<file path="config.mk">
export PLATFORM = sky130hd
export DESIGN_NAME = score_sequencer
export DESIGN_NICKNAME = d
export VERILOG_FILES = /design/src/rtl/dino_score_pkg.sv /design/src/rtl/score_sequencer_frame_divider.sv /design/src/rtl/score_sequencer.sv
export SDC_FILE = /design/constraint.sdc
export NUM_CORES = 1
export LEC_CHECK = 0
export ABC_CLOCK_PERIOD_IN_PS = 2400
export BUFFER_PORTS_ARGS = -buffer_cell sky130_fd_sc_hd__buf_2
export CAP_MARGIN = 25
export CORE_UTILIZATION = 33
export DETAILED_ROUTE_END_ITERATION = 12
export HOLD_SLACK_MARGIN = 0.02
export SKIP_CTS_REPAIR_TIMING = 1
export SLEW_MARGIN = 25
export SYNTH_ARGS = -nofsm -noshare
export SYNTH_HDL_FRONTEND = slang
export SYNTH_HIERARCHICAL = 1
export SYNTH_SLANG_ARGS = --single-unit
</file>
<file path="constraint.sdc">
create_clock -name clk -period 2.4 [get_ports clk]
set_input_delay 0.24 -clock clk [delete_from_list [all_inputs] [get_ports clk]]
set_output_delay 0.24 -clock clk [all_outputs]
set_load 0.01 [all_outputs]
</file>
<file path="src/rtl/dino_score_pkg.sv">
// dino_score_pkg
//   Shared constants and encodings for the score sequencing logic.
//   - game_state_t : encoding seen by the renderer on game_state
//   - seq_state_t  : internal sequencer state; the low two bits equal the
//                    renderer encoding, so PAUSED reads back as 3 like OVER
//   - SCORE_DIGITS / SCORE_W : width of the packed BCD score
//   - DEF_TICK_DIV / DEF_DEAD_FRAMES : default timing constants
package dino_score_pkg;

    localparam int SCORE_DIGITS    = 5;
    localparam int SCORE_W         = 4 * SCORE_DIGITS;
    localparam int DEF_TICK_DIV    = 6;
    localparam int DEF_DEAD_FRAMES = 30;

    typedef enum logic [1:0] {
        GS_IDLE = 2'd0,
        GS_RUN  = 2'd1,
        GS_DEAD = 2'd2,
        GS_OVER = 2'd3
    } game_state_t;

    // Bit 2 only distinguishes PAUSED from OVER inside the sequencer.
    typedef enum logic [2:0] {
        ST_IDLE   = 3'b000,
        ST_RUN    = 3'b001,
        ST_DEAD   = 3'b010,
        ST_OVER   = 3'b011,
        ST_PAUSED = 3'b111
    } seq_state_t;

endpackage

</file>
<file path="src/rtl/score_sequencer_frame_divider.sv">
// frame_divider
//   Counts tick_in pulses while en is high and flags every DIV-th one.
//   The count is held while en is low and cleared by clr.
//   Ports:
//     clk      in  system clock
//     rst_n    in  synchronous active-low reset
//     clr      in  clear the count to 0 (has priority over counting)
//     en       in  count enable
//     tick_in  in  pulse to be divided
//     tick_out out combinational: high on the tick_in that completes DIV counts
module frame_divider #(
    parameter int DIV = 6
) (
    input  logic clk,
    input  logic rst_n,
    input  logic clr,
    input  logic en,
    input  logic tick_in,
    output logic tick_out
);

    localparam int CW = 4;
    localparam logic [CW-1:0] LAST = CW'(DIV - 1);

    logic [CW-1:0] cnt;
    logic          wrap;

    assign wrap     = (cnt == LAST);
    assign tick_out = en & tick_in & wrap;

    always_ff @(posedge clk) begin
        if (!rst_n) begin
            cnt <= '0;
        end else if (clr) begin
            cnt <= '0;
        end else if (en && tick_in) begin
            cnt <= wrap ? '0 : cnt + CW'(1);
        end
    end

endmodule

</file>
<file path="src/rtl/score_sequencer.sv">
// score_sequencer
//   Game-level controller for the BCD score counter: owns the game state,
//   drives the counter's start/frozen/tick controls, divides the frame tick
//   down to the score rate and latches the best score since reset.
//   Optional feature: define SCORE_PAUSE_EN to add pause_btn and a PAUSED
//   state (reported on game_state as 3, same as OVER).
//   Ports:
//     clk          in   system clock
//     rst_n        in   synchronous active-low reset
//     frame_tick   in   1-cycle end-of-frame pulse
//     start_btn    in   synchronised start/jump button, level
//     collision    in   1-cycle pulse, dino hit an obstacle
//     pause_btn    in   pause button, level (SCORE_PAUSE_EN only)
//     score_bcd    in   current counter value, 5 packed BCD digits
//     score_start  out  1-cycle clear pulse to the counter
//     score_frozen out  freeze level to the counter
//     score_tick   out  1-cycle increment pulse to the counter
//     hi_score     out  best score since reset, BCD
//     new_hi       out  last finished game set a new high score
//     game_state   out  0 IDLE, 1 RUN, 2 DEAD, 3 OVER/PAUSED
//   Every output comes straight from a flop.
module score_sequencer
    import dino_score_pkg::*;
#(
    parameter int TICK_DIV    = DEF_TICK_DIV,
    parameter int DEAD_FRAMES = DEF_DEAD_FRAMES
) (
    input  logic               clk,
    input  logic               rst_n,
    input  logic               frame_tick,
    input  logic               start_btn,
    input  logic               collision,
`ifdef SCORE_PAUSE_EN
    input  logic               pause_btn,
`endif
    input  logic [SCORE_W-1:0] score_bcd,
    output logic               score_start,
    output logic               score_frozen,
    output logic               score_tick,
    output logic [SCORE_W-1:0] hi_score,
    output logic               new_hi,
    output logic [1:0]         game_state
);

    localparam logic [5:0] DEAD_LAST = 6'(DEAD_FRAMES - 1);

    seq_state_t         state_q, state_d;
    logic               btn_q;
    logic               rise;
    logic               pause_rise;
    logic [5:0]         dead_cnt_q, dead_cnt_d;
    logic [SCORE_W-1:0] hi_d;
    logic               new_hi_d;
    logic               start_d;
    logic               div_clr, div_en, div_tick;

    assign rise       = start_btn & ~btn_q;
    assign game_state = state_q[1:0];

`ifdef SCORE_PAUSE_EN
    logic pause_q;
    assign pause_rise = pause_btn & ~pause_q;

    always_ff @(posedge clk) begin
        if (!rst_n) pause_q <= 1'b0;
        else        pause_q <= pause_btn;
    end
`else
    assign pause_rise = 1'b0;
`endif

    frame_divider #(.DIV(TICK_DIV)) u_div (
        .clk      (clk),
        .rst_n    (rst_n),
        .clr      (div_clr),
        .en       (div_en),
        .tick_in  (frame_tick),
        .tick_out (div_tick)
    );

    always_comb begin
        state_d    = state_q;
        dead_cnt_d = dead_cnt_q;
        hi_d       = hi_score;
        new_hi_d   = new_hi;
        start_d    = 1'b0;
        div_clr    = 1'b0;
        div_en     = 1'b0;
        case (state_q)
            ST_IDLE, ST_OVER: begin
                if (rise) begin
                    state_d  = ST_RUN;
                    start_d  = 1'b1;
                    div_clr  = 1'b1;
                    new_hi_d = 1'b0;
                end
            end
            ST_RUN: begin
                // Collision outranks both a pause request and a frame tick,
                // so a dying frame never scores.
                if (collision) begin
                    state_d    = ST_DEAD;
                    dead_cnt_d = '0;
                    if (score_bcd > hi_score) begin
                        hi_d     = score_bcd;
                        new_hi_d = 1'b1;
                    end
                end else if (pause_rise) begin
                    state_d = ST_PAUSED;
                end else begin
                    div_en = 1'b1;
                end
            end
            ST_DEAD: begin
                if (frame_tick) begin
                    if (dead_cnt_q == DEAD_LAST) begin
                        state_d    = ST_OVER;
                        dead_cnt_d = '0;
                    end else begin
                        dead_cnt_d = dead_cnt_q + 6'd1;
                    end
                end
            end
            ST_PAUSED: begin
                // Divider is simply not enabled here, so it resumes where it stopped.
                if (pause_rise) state_d = ST_RUN;
            end
            default: state_d = ST_IDLE;
        endcase
    end

    always_ff @(posedge clk) begin
        if (!rst_n) begin
            state_q      <= ST_IDLE;
            btn_q        <= 1'b0;
            dead_cnt_q   <= '0;
            score_start  <= 1'b0;
            score_frozen <= 1'b1;
            score_tick   <= 1'b0;
            hi_score     <= '0;
            new_hi       <= 1'b0;
        end else begin
            state_q      <= state_d;
            btn_q        <= start_btn;
            dead_cnt_q   <= dead_cnt_d;
            score_start  <= start_d;
            score_frozen <= (state_d != ST_RUN);
            score_tick   <= div_tick;
            hi_score     <= hi_d;
            new_hi       <= new_hi_d;
        end
    end

endmodule

</file>
==> flow_summary.yaml, run 1 <==
status:
  status: "finished clean"
yosys:
  synthFlopType: "dfxtp_1"
  yosysWarnings: 6
  syn-num-nets: 377
  synth_cell_types: 52
  ys_ff_latch: 38
  yosysTopAreaCell: "dfxtp_1"
  yosys-top-cells-count: "38 x dfxtp_1, 32 x nand2_1, 24 x and2_1"
  syn_avg_cell_area_um2: 9.05
  syn_inst: 330
  synthArstFlopShare: 0
  synthesis.area_um2: 2990
  synth_seq_area_share: 0.255
  synth_edf_count: 0
  synth.top_cells.by_area: "dfxtp_1 25%, o311ai_2 11%, ha_1 9.2%"
  synth_top_area_share: 0.255
  post-synth-top-count-cell: "dfxtp_1"
placed_design:
  routabilityCongestion: 0.752
  place_hpwl_um: 5270
  io_buffers: 50
  placed_area_um2: 3380
  placed_cells: 478
timing:
  hold_violations: 0
  setup_viol: 0
  finalClockSkew_ns: 0.00620
  rsz0062_at_grt: "yes"
  finalCriticalPeriod_ns: 2.30
  relSlewSlack: 0.607
  finalSetupTns_ns: 0
  maxSlewViolCount: 0
  fmax_mhz: 435
  worst_slew_pin_slew_ns: 0.589
  period_share: 0.958
die:
  num_rows: 34
  fp.dieH_um: 97.1
  dieArea_um2: 9440
  start_util: 0.342
  io_pins: 51
  die_w_um: 97.1
  core_um2: 8720
power:
  peakVddDrop_mv: 0.218
  p_leak_uw: 0.00134
  p_per_area_nw_per_um2: 447
  power_uw: 1570
route:
  ant_nets: 0
  wire_per_inst_um: 15.2
  top_layer_used: "met4"
  drc: 0
  route.met3.wl_um: 273
  vias_per_cell: 5.38
  wl_met1_um: 3470
  vias: 2620
  wl_um: 7390
  drt-initial-drc-count: 112
  wl_met2_um: 3580
  dr.pass1.iters: 4
global_routing:
  antenna_found_initial: 0
  grt_pass1_vias: 2563
  grt_max_degree: 42
  grt_pass1_wl_um: 12700
  grtUsageTotal: 0.163
  globalRouteOverflowTotal: 0
final_layout:
  drive_above_1_share: 0.332
  antenna_cells: 0
  stdcell_count: 487
  fin_nets: 425
  area_delta_synth_final_pct: 17.5
  finalInstanceArea_um2: 3510
clock_tree:
  cts-root-buf: "clkbuf_8"
  numCtsBuffers: 5
  htreeDepth: 2
  cts.sinks: 38
  cts_tree: "done"
  cts_buffer_depth: 2
  clkLatencyLatePin_ns: 0.29
  cts.clk_slew.worst_paths_ns: 0.08
setup_path:
  cp-startpoint: "hi_score[9]"
  path_class: "flip-flop to flip-flop"
  required_ns: 2.59
  endpoint: "hi_score[9]"
  reg2reg_slack_ns: 0.1
  reg2regPathDepth: 8
  critical_path.max_fanout: 22
  worstPathArrival_ns: 2.49
  r2r-end: "hi_score[9]"
  worstReg2RegStart: "hi_score[9]"
  worstSetupEndpointType: "flip-flop"
  crit_path_start_kind: "flip-flop"
flow_run:
  drv_cap: 0
hold_path:
  hold_class: "primary input to flip-flop"
[worst max-delay path, stage by stage, from the launching register on]
cell,delay [ns]
dfxtp_1,0.39
inv_1,0.06
ha_1,0.29
nand4_1,0.20
nor4_4,0.08
a21oi_4,0.50
buf_16,0.24
mux2_2,0.36
o311ai_2,0.08
[cells in the final DEF (no fill, tap or decap), types with 17 or more instances in the layout]
cell | Yosys | final
inv_1 | 22 | 22
nand2_1 | 32 | 32
o311ai_0 | 20 | 17
nand3_1 | 22 | 22
buf_4 | 2 | 17
o311ai_2 | 20 | 20
ha_1 | 22 | 22
dfxtp_1 | 38 | 38
and2_1 | 24 | 24
buf_2 | 4 | 50
[per-stage QoR]
step	util	hold WS, ns	worst slack, ns
final	0.402	0.176	0.100
after global routing	0.402	0.184	-0.0334
after CTS	0.398	0.168	-0.155
after detailed placement	0.387	0.474	-0.136
after global placement	0.387	0.470	-0.0462
after floorplan	-	0.362	0.403
[kinds of logic (layout without fill, tap and decap cells)]
logic type / after synthesis / in the layout / share of synthesized area
xor+xnor: 7 / 7 / 0.0205
mux: 20 / 20 / 0.0867
compound gates: 74 / 74 / 0.248
simple gates: 119 / 119 / 0.220
fa+ha+maj: 22 / 22 / 0.0922
buf+inv: 50 / 99 / 0.0779
flops: 38 / 38 / 0.255
[worst min-delay path by stage]
| stage | end | cells after the start | from | slack [ns] |
|---|---|---|---|---|
| floorplan | btn_q | 1 | start_btn | 0.36 |
| global placement | btn_q | 2 | start_btn | 0.47 |
| detailed placement | btn_q | 2 | start_btn | 0.47 |
| CTS | btn_q | 2 | start_btn | 0.17 |
| global route | btn_q | 2 | start_btn | 0.18 |
| finish | btn_q | 2 | start_btn | 0.18 |
[state kept, by name, summed over array words and instances, names as in the netlist]
register	flops
u_div/cnt	4
score_frozen	1
score_tick	1
score_start	1
dead_cnt_q	6
new_hi	1
btn_q	1
hi_score	20
state_q	3
[routing by layer]
layer | GRT usage | vias up
li1 | - | 1315
met1 | 0.222 | 1247
met2 | 0.268 | 54
met3 | 0.0245 | 4
met4 | 0.0402 | 0
met5 | 0 | -
[where the power goes]
part / internal [uW] / switching (uW) / total, uW
combinational: 169 / 241 / 410
sequential: 660 / 19.2 / 679
clock: 232 / 249 / 480
total: 1060 / 509 / 1570
[layout make-up]
cell class | instances | area (um^2)
multi-input cells | 242 | 2010
clock buffers | 6 | 82.6
inverters | 22 | 82.6
clock inverters | 2 | 12.5
fillers | 856 | 5210
repair buffers | 69 | 425
well taps | 108 | 135
flip-flops and latches | 38 | 761
(Power assumes the default switching activity.)
==> run 2: changes to the inputs <==
ABC_AREA = 1   (was not set)
==> run 2 against run 1 <==
Net effect: total power down 9.7%; wire length is 41% lower; cell count shrank 6.8%; via count fell by 24%; maximum frequency rose by 8.7%.
==> flow_summary.yaml, run 2 <==
status:
  status: "finished clean"
placed_design:
  dp_slack_ns: 0.276
  placed_area_um2: 2490
  routabilityCongestion: 0.774
  place_hpwl_um: 3400
  io_buffers: 50
route:
  wire_per_inst_um: 9.52
  drt-initial-drc-count: 59
  wl_um: 4320
  dr.pass1.iters: 4
  vias: 1983
  ant_nets: 0
  vias_per_cell: 4.37
  drc: 0
yosys:
  yosysTopAreaCell: "dfxtp_1"
  synthArstFlopShare: 0
  synth_edf_count: 0
  synth_top_area_share: 0.348
  synthesis.area_um2: 2190
  syn_avg_cell_area_um2: 6.67
  ys_ff_latch: 38
  synthFlopType: "dfxtp_1"
  syn-num-nets: 375
  yosysWarnings: 6
  yosys-top-cells-count: "91 x nand2_1, 56 x nor2_1, 52 x inv_1, 38 x dfxtp_1, 22 x ha_1"
  syn_inst: 328
  synth_seq_area_share: 0.348
  post-synth-top-count-cell: "nand2_1"
  synth.top_cells.by_area: "dfxtp_1 35%, nand2_1 16%, ha_1 13%"
  synth_cell_types: 26
setup_path:
  cpPeakStageDelay_ns: 0.35
  cpMostUsedCell: "nand2_1"
  critical_path.max_fanout: 14
  reg2regPathDepth: 13
  cp.depth: 13
  required_ns: 2.63
  crit_family: "simple AND/OR/NAND/NOR gates"
  cp.buffers_inverters: 2
  crit_path_start_kind: "flip-flop"
  worstSetupEndpointType: "flip-flop"
  path_class: "flip-flop to flip-flop"
  worstPathArrival_ns: 2.35
  path_cells: "inv_1, ha_1, nand2_1, nor2_2, nand2_1, nor2_2, nand2_1, nand3_2, nand3_2, buf_4, nand2_1, nand2_1, nor2_1"
  reg2reg_slack_ns: 0.28
  critical-path-slowest-cell: "dfxtp_1"
clock_tree:
  cts_buffer_depth: 2
  cts.clk_slew.worst_paths_ns: 0.07
  cts-root-buf: "clkbuf_8"
  htreeDepth: 2
  numCtsBuffers: 5
  cts_tree: "done"
  cts.sinks: 38
  clkLatencyLatePin_ns: 0.29
global_routing:
  grtUsageTotal: 0.135
  grt_max_degree: 27
  globalRouteOverflowTotal: 0
  antenna_found_initial: 0
  grt_pass1_wl_um: 7590
  grt_pass1_vias: 1854
final_layout:
  largest-register: "hi_score"
  antenna_cells: 0
  drive_above_1_share: 0.199
  final_cell_mix: "91 x nand2_1, 56 x nor2_1, 52 x inv_1, 50 x buf_2, 38 x dfxtp_1"
  final_common_cell: "nand2_1"
  final_util: 0.403
  area_delta_synth_final_pct: 17.6
  reg.largest.list: "hi_score x20, dead_cnt_q x6, u_div/cnt x4"
  finalInstanceArea_um2: 2570
  largest_reg_flops: 20
  fin_nets: 425
power:
  p_leak_uw: 0.00140
  peakVddDrop_mv: 0.303
  power_uw: 1420
  p_per_area_nw_per_um2: 551
timing:
  hold_violations: 0
  rsz0062_at_grt: "no"
  maxSlewViolCount: 0
  period_share: 0.882
  finalCriticalPeriod_ns: 2.12
  fin_ws_ns: 0.284
  finalClockSkew_ns: 0.00618
  finalSetupTns_ns: 0
  setup_viol: 0
  relSlewSlack: 0.654
  fmax_mhz: 473
  worst_slew_pin_slew_ns: 0.518
die:
  die_w_um: 83.4
  core_um2: 6390
  start_util: 0.342
  io_pins: 51
  fp.dieH_um: 83.4
  dieArea_um2: 6960
  num_rows: 29
hold_path:
  hold_depth: 3
  hold_class: "primary input to flip-flop"
flow_run:
  drv_cap: 0
## run 2: cell families (layout without fill, tap and decap cells)
family | count (synthesis) | in the layout | synth area share
xor gates and xnor gates | 1 | 1 | 0.00401
and+or+nand+nor | 181 | 181 | 0.347
AOI/OAI and AO/OA | 24 | 24 | 0.0578
adders and majority gates | 22 | 22 | 0.126
buffers and inverters | 62 | 111 | 0.118
DFF | 38 | 38 | 0.348
## run 2: final cells by class
class                           instances  area [um^2]
Clock buffer                            6         82.6
Fill cell                             686         3810
Inverter                               53          199
Multi-Input combinational cell        228         1170
Sequential cell                        38          761
Tap cell                               77         96.3
Timing Repair Buffer                   52          265
## run 2: through the flow
stage | std cells | hold WS (ns)
4_1_cts | 454 | 0.131
6_report | 454 | 0.142
3_3_place_gp | 448 | 0.438
2_1_floorplan | 328 | 0.333
5_1_grt | 454 | 0.162
3_5_place_dp | 448 | 0.438
## run 2: path summary, 6_finish.rpt
path,startpoint,end
min,start_btn,btn_q
max reg2reg,hi_score[19],hi_score[7]
max,hi_score[19],hi_score[7]
min reg2reg,new_hi,new_hi
## run 2: per-layer routing
metal / track usage / routed length [um]
met1: 0.162 / 2020
met2: 0.230 / 2030
met3: 0.0427 / 215
met4: 0.0447 / 55
met5: 0 / 0
## run 2: power by group
part,total [uW],switching (uW),internal (uW)
logic,295,180,116
clock network,437,215,222
registers,686,20.4,665
total,1420,415,1000
## run 2: worst reg2reg max path, stage by stage (launching register included)
cell,delay (ns)
dfxtp_1,0.35
inv_1,0.06
ha_1,0.29
nand2_1,0.08
nor2_2,0.13
nand2_1,0.08
nor2_2,0.13
nand2_1,0.07
nand3_2,0.10
nand3_2,0.25
buf_4,0.30
nand2_1,0.07
nand2_1,0.04
nor2_1,0.09
==> run 3: changes to the inputs <==
REMOVE_ABC_BUFFERS = 1   (was not set)
==> run 3 against run 2 <==
Net effect: setup slack better by 0.070 ns; design area is 2.8% higher; count of clock-buffer cells in the layout unchanged; maximum frequency is 3.4% higher; via count decreased by 0.61%; global-route usage grew 0.60 points; combinational power up 1%; critical path depth unchanged; clock power is 56% higher; clock skew grew 0.0021 ns; die area is the same.
==> flow_summary.yaml, run 3 (synthesis gave the netlist of run 2 again) <==
status:
  status: "finished clean"
final_layout:
  fin_nets: 425
  drive_above_1_share: 0.203
  antenna_cells: 0
  largest_reg_flops: 20
  fillers: 674
  reg.largest.list: "hi_score x20, dead_cnt_q x6, u_div/cnt x4"
  final_cell_mix: "91 x nand2_1, 56 x nor2_1, 52 x inv_1, 50 x buf_2, 38 x dfxtp_1"
  area_delta_synth_final_pct: 20.9
  largest-register: "hi_score"
  final_common_cell: "nand2_1"
die:
  core_um2: 6390
  die_w_um: 83.4
  start_util: 0.342
  num_rows: 29
  fp.dieH_um: 83.4
  io_pins: 51
  dieArea_um2: 6960
setup_path:
  path_class: "flip-flop to flip-flop"
  critical_path.max_fanout: 28
  cpPeakStageDelay_ns: 0.33
  cpMostUsedCell: "nand2_1"
  critical-path-slowest-cell: "dfxtp_1"
  crit_family: "simple AND/OR/NAND/NOR gates"
  path_cells: "inv_1, ha_1, nand2_1, nor2_2, nand2_1, nor2_2, nand2_1, nand3_2, nand3_2, buf_12, nand2_1, nand2_1, nor2_1"
  required_ns: 2.63
  r2r-end: "hi_score[4]"
  worstSetupEndpointType: "flip-flop"
  reg2regPathDepth: 13
  worstReg2RegStart: "hi_score[19]"
  cp.buffers_inverters: 2
  reg2reg_slack_ns: 0.35
  worstPathArrival_ns: 2.27
  cp-startpoint: "hi_score[19]"
  crit_path_start_kind: "flip-flop"
clock_tree:
  cts.clk_slew.worst_paths_ns: 0.08
  htreeDepth: 2
  cts_buffer_depth: 2
  cts-root-buf: "clkbuf_8"
  cts_tree: "done"
  cts.sinks: 38
  numCtsBuffers: 5
  clkLatencyLatePin_ns: 0.29
route:
  vias: 1971
  dr.pass1.iters: 4
  wl_um: 4340
  vias_per_cell: 4.32
  drt-initial-drc-count: 48
  wire_per_inst_um: 9.51
  drc: 0
  ant_nets: 0
global_routing:
  globalRouteOverflowTotal: 0
  grt_pass1_wl_um: 8200
  grt_max_degree: 29
  antenna_found_initial: 0
  grt_pass1_vias: 1952
  grtUsageTotal: 0.141
timing:
  period_share: 0.852
  worst_slew_pin_slew_ns: 0.454
  fin_hold_ws_ns: 0.155
  rsz0062_at_grt: "no"
  fin_ws_ns: 0.354
  finalCriticalPeriod_ns: 2.05
  finalSetupTns_ns: 0
  setup_viol: 0
  hold_violations: 0
  relSlewSlack: 0.695
  fmax_mhz: 489
  finalClockSkew_ns: 0.00831
  maxSlewViolCount: 0
placed_design:
  routabilityCongestion: 0.790
  place_hpwl_um: 3370
  io_buffers: 50
  dp_slack_ns: 0.348
hold_path:
  hold_depth: 3
  min_from: "start_btn"
  hold_class: "primary input to flip-flop"
  holdPathEnd: "btn_q"
flow_run:
  drv_cap: 0
power:
  p_leak_uw: 0.00143
  p_per_area_nw_per_um2: 629
  peakVddDrop_mv: 0.391
-- run 3: per-layer routing --
metal / GRT usage / wire length (um) / up-vias
met3: 0.0358 / 247 / 6
met1: 0.183 / 2210 / 826
met5: 0 / 0 / -
met2: 0.234 / 1840 / 43
li1: - / - / 1096
met4: 0.0370 / 41 / 0
-- run 3: cell type report --
type / instances / area (um^2) / share of cell area
clock buffer: 6 / 82.6 / 0.0312
clock inverter: 2 / 60.1 / 0.0227
inverter: 53 / 199 / 0.0752
multi-input combinational: 228 / 1170 / 0.442
sequential: 38 / 761 / 0.288
tap: 77 / 96.3 / 0.0364
timing repair buffer: 52 / 278 / 0.105
-- run 3: metrics by stage --
stage                     total power, uW   util  area (um^2)  instances
final                                1660  0.414         2650        456
after global routing                 1770  0.414         2650        456
after CTS                            1690  0.414         2650        456
after detailed placement             1000  0.392         2500        448
after global placement                999  0.392         2500        448
after floorplan                       893      -         2130        319
-- run 3: worst max path at each step --
stage	to	slack, ns	cells past startpoint
finish	hi_score[4]	0.35	13
global route	hi_score[2]	0.05	12
CTS	hi_score[4]	0.32	13
detailed placement	hi_score[4]	0.35	13
global placement	hi_score[7]	0.41	11
floorplan	hi_score[19]	0.30	11
-- run 3: where the power goes --
| part | internal (uW) | switching (uW) | total (uW) |
|---|---|---|---|
| Combinational | 118 | 181 | 299 |
| Clock | 444 | 236 | 680 |
| Sequential | 665 | 19.7 | 685 |
-- run 3: worst register-to-register path, delay by kind of cell (launching register included) --
family	cells	cell delay (ns)
fa+ha+maj	1	0.29
buf+inv	2	0.33
simple gates	10	1.05
flops	1	0.33
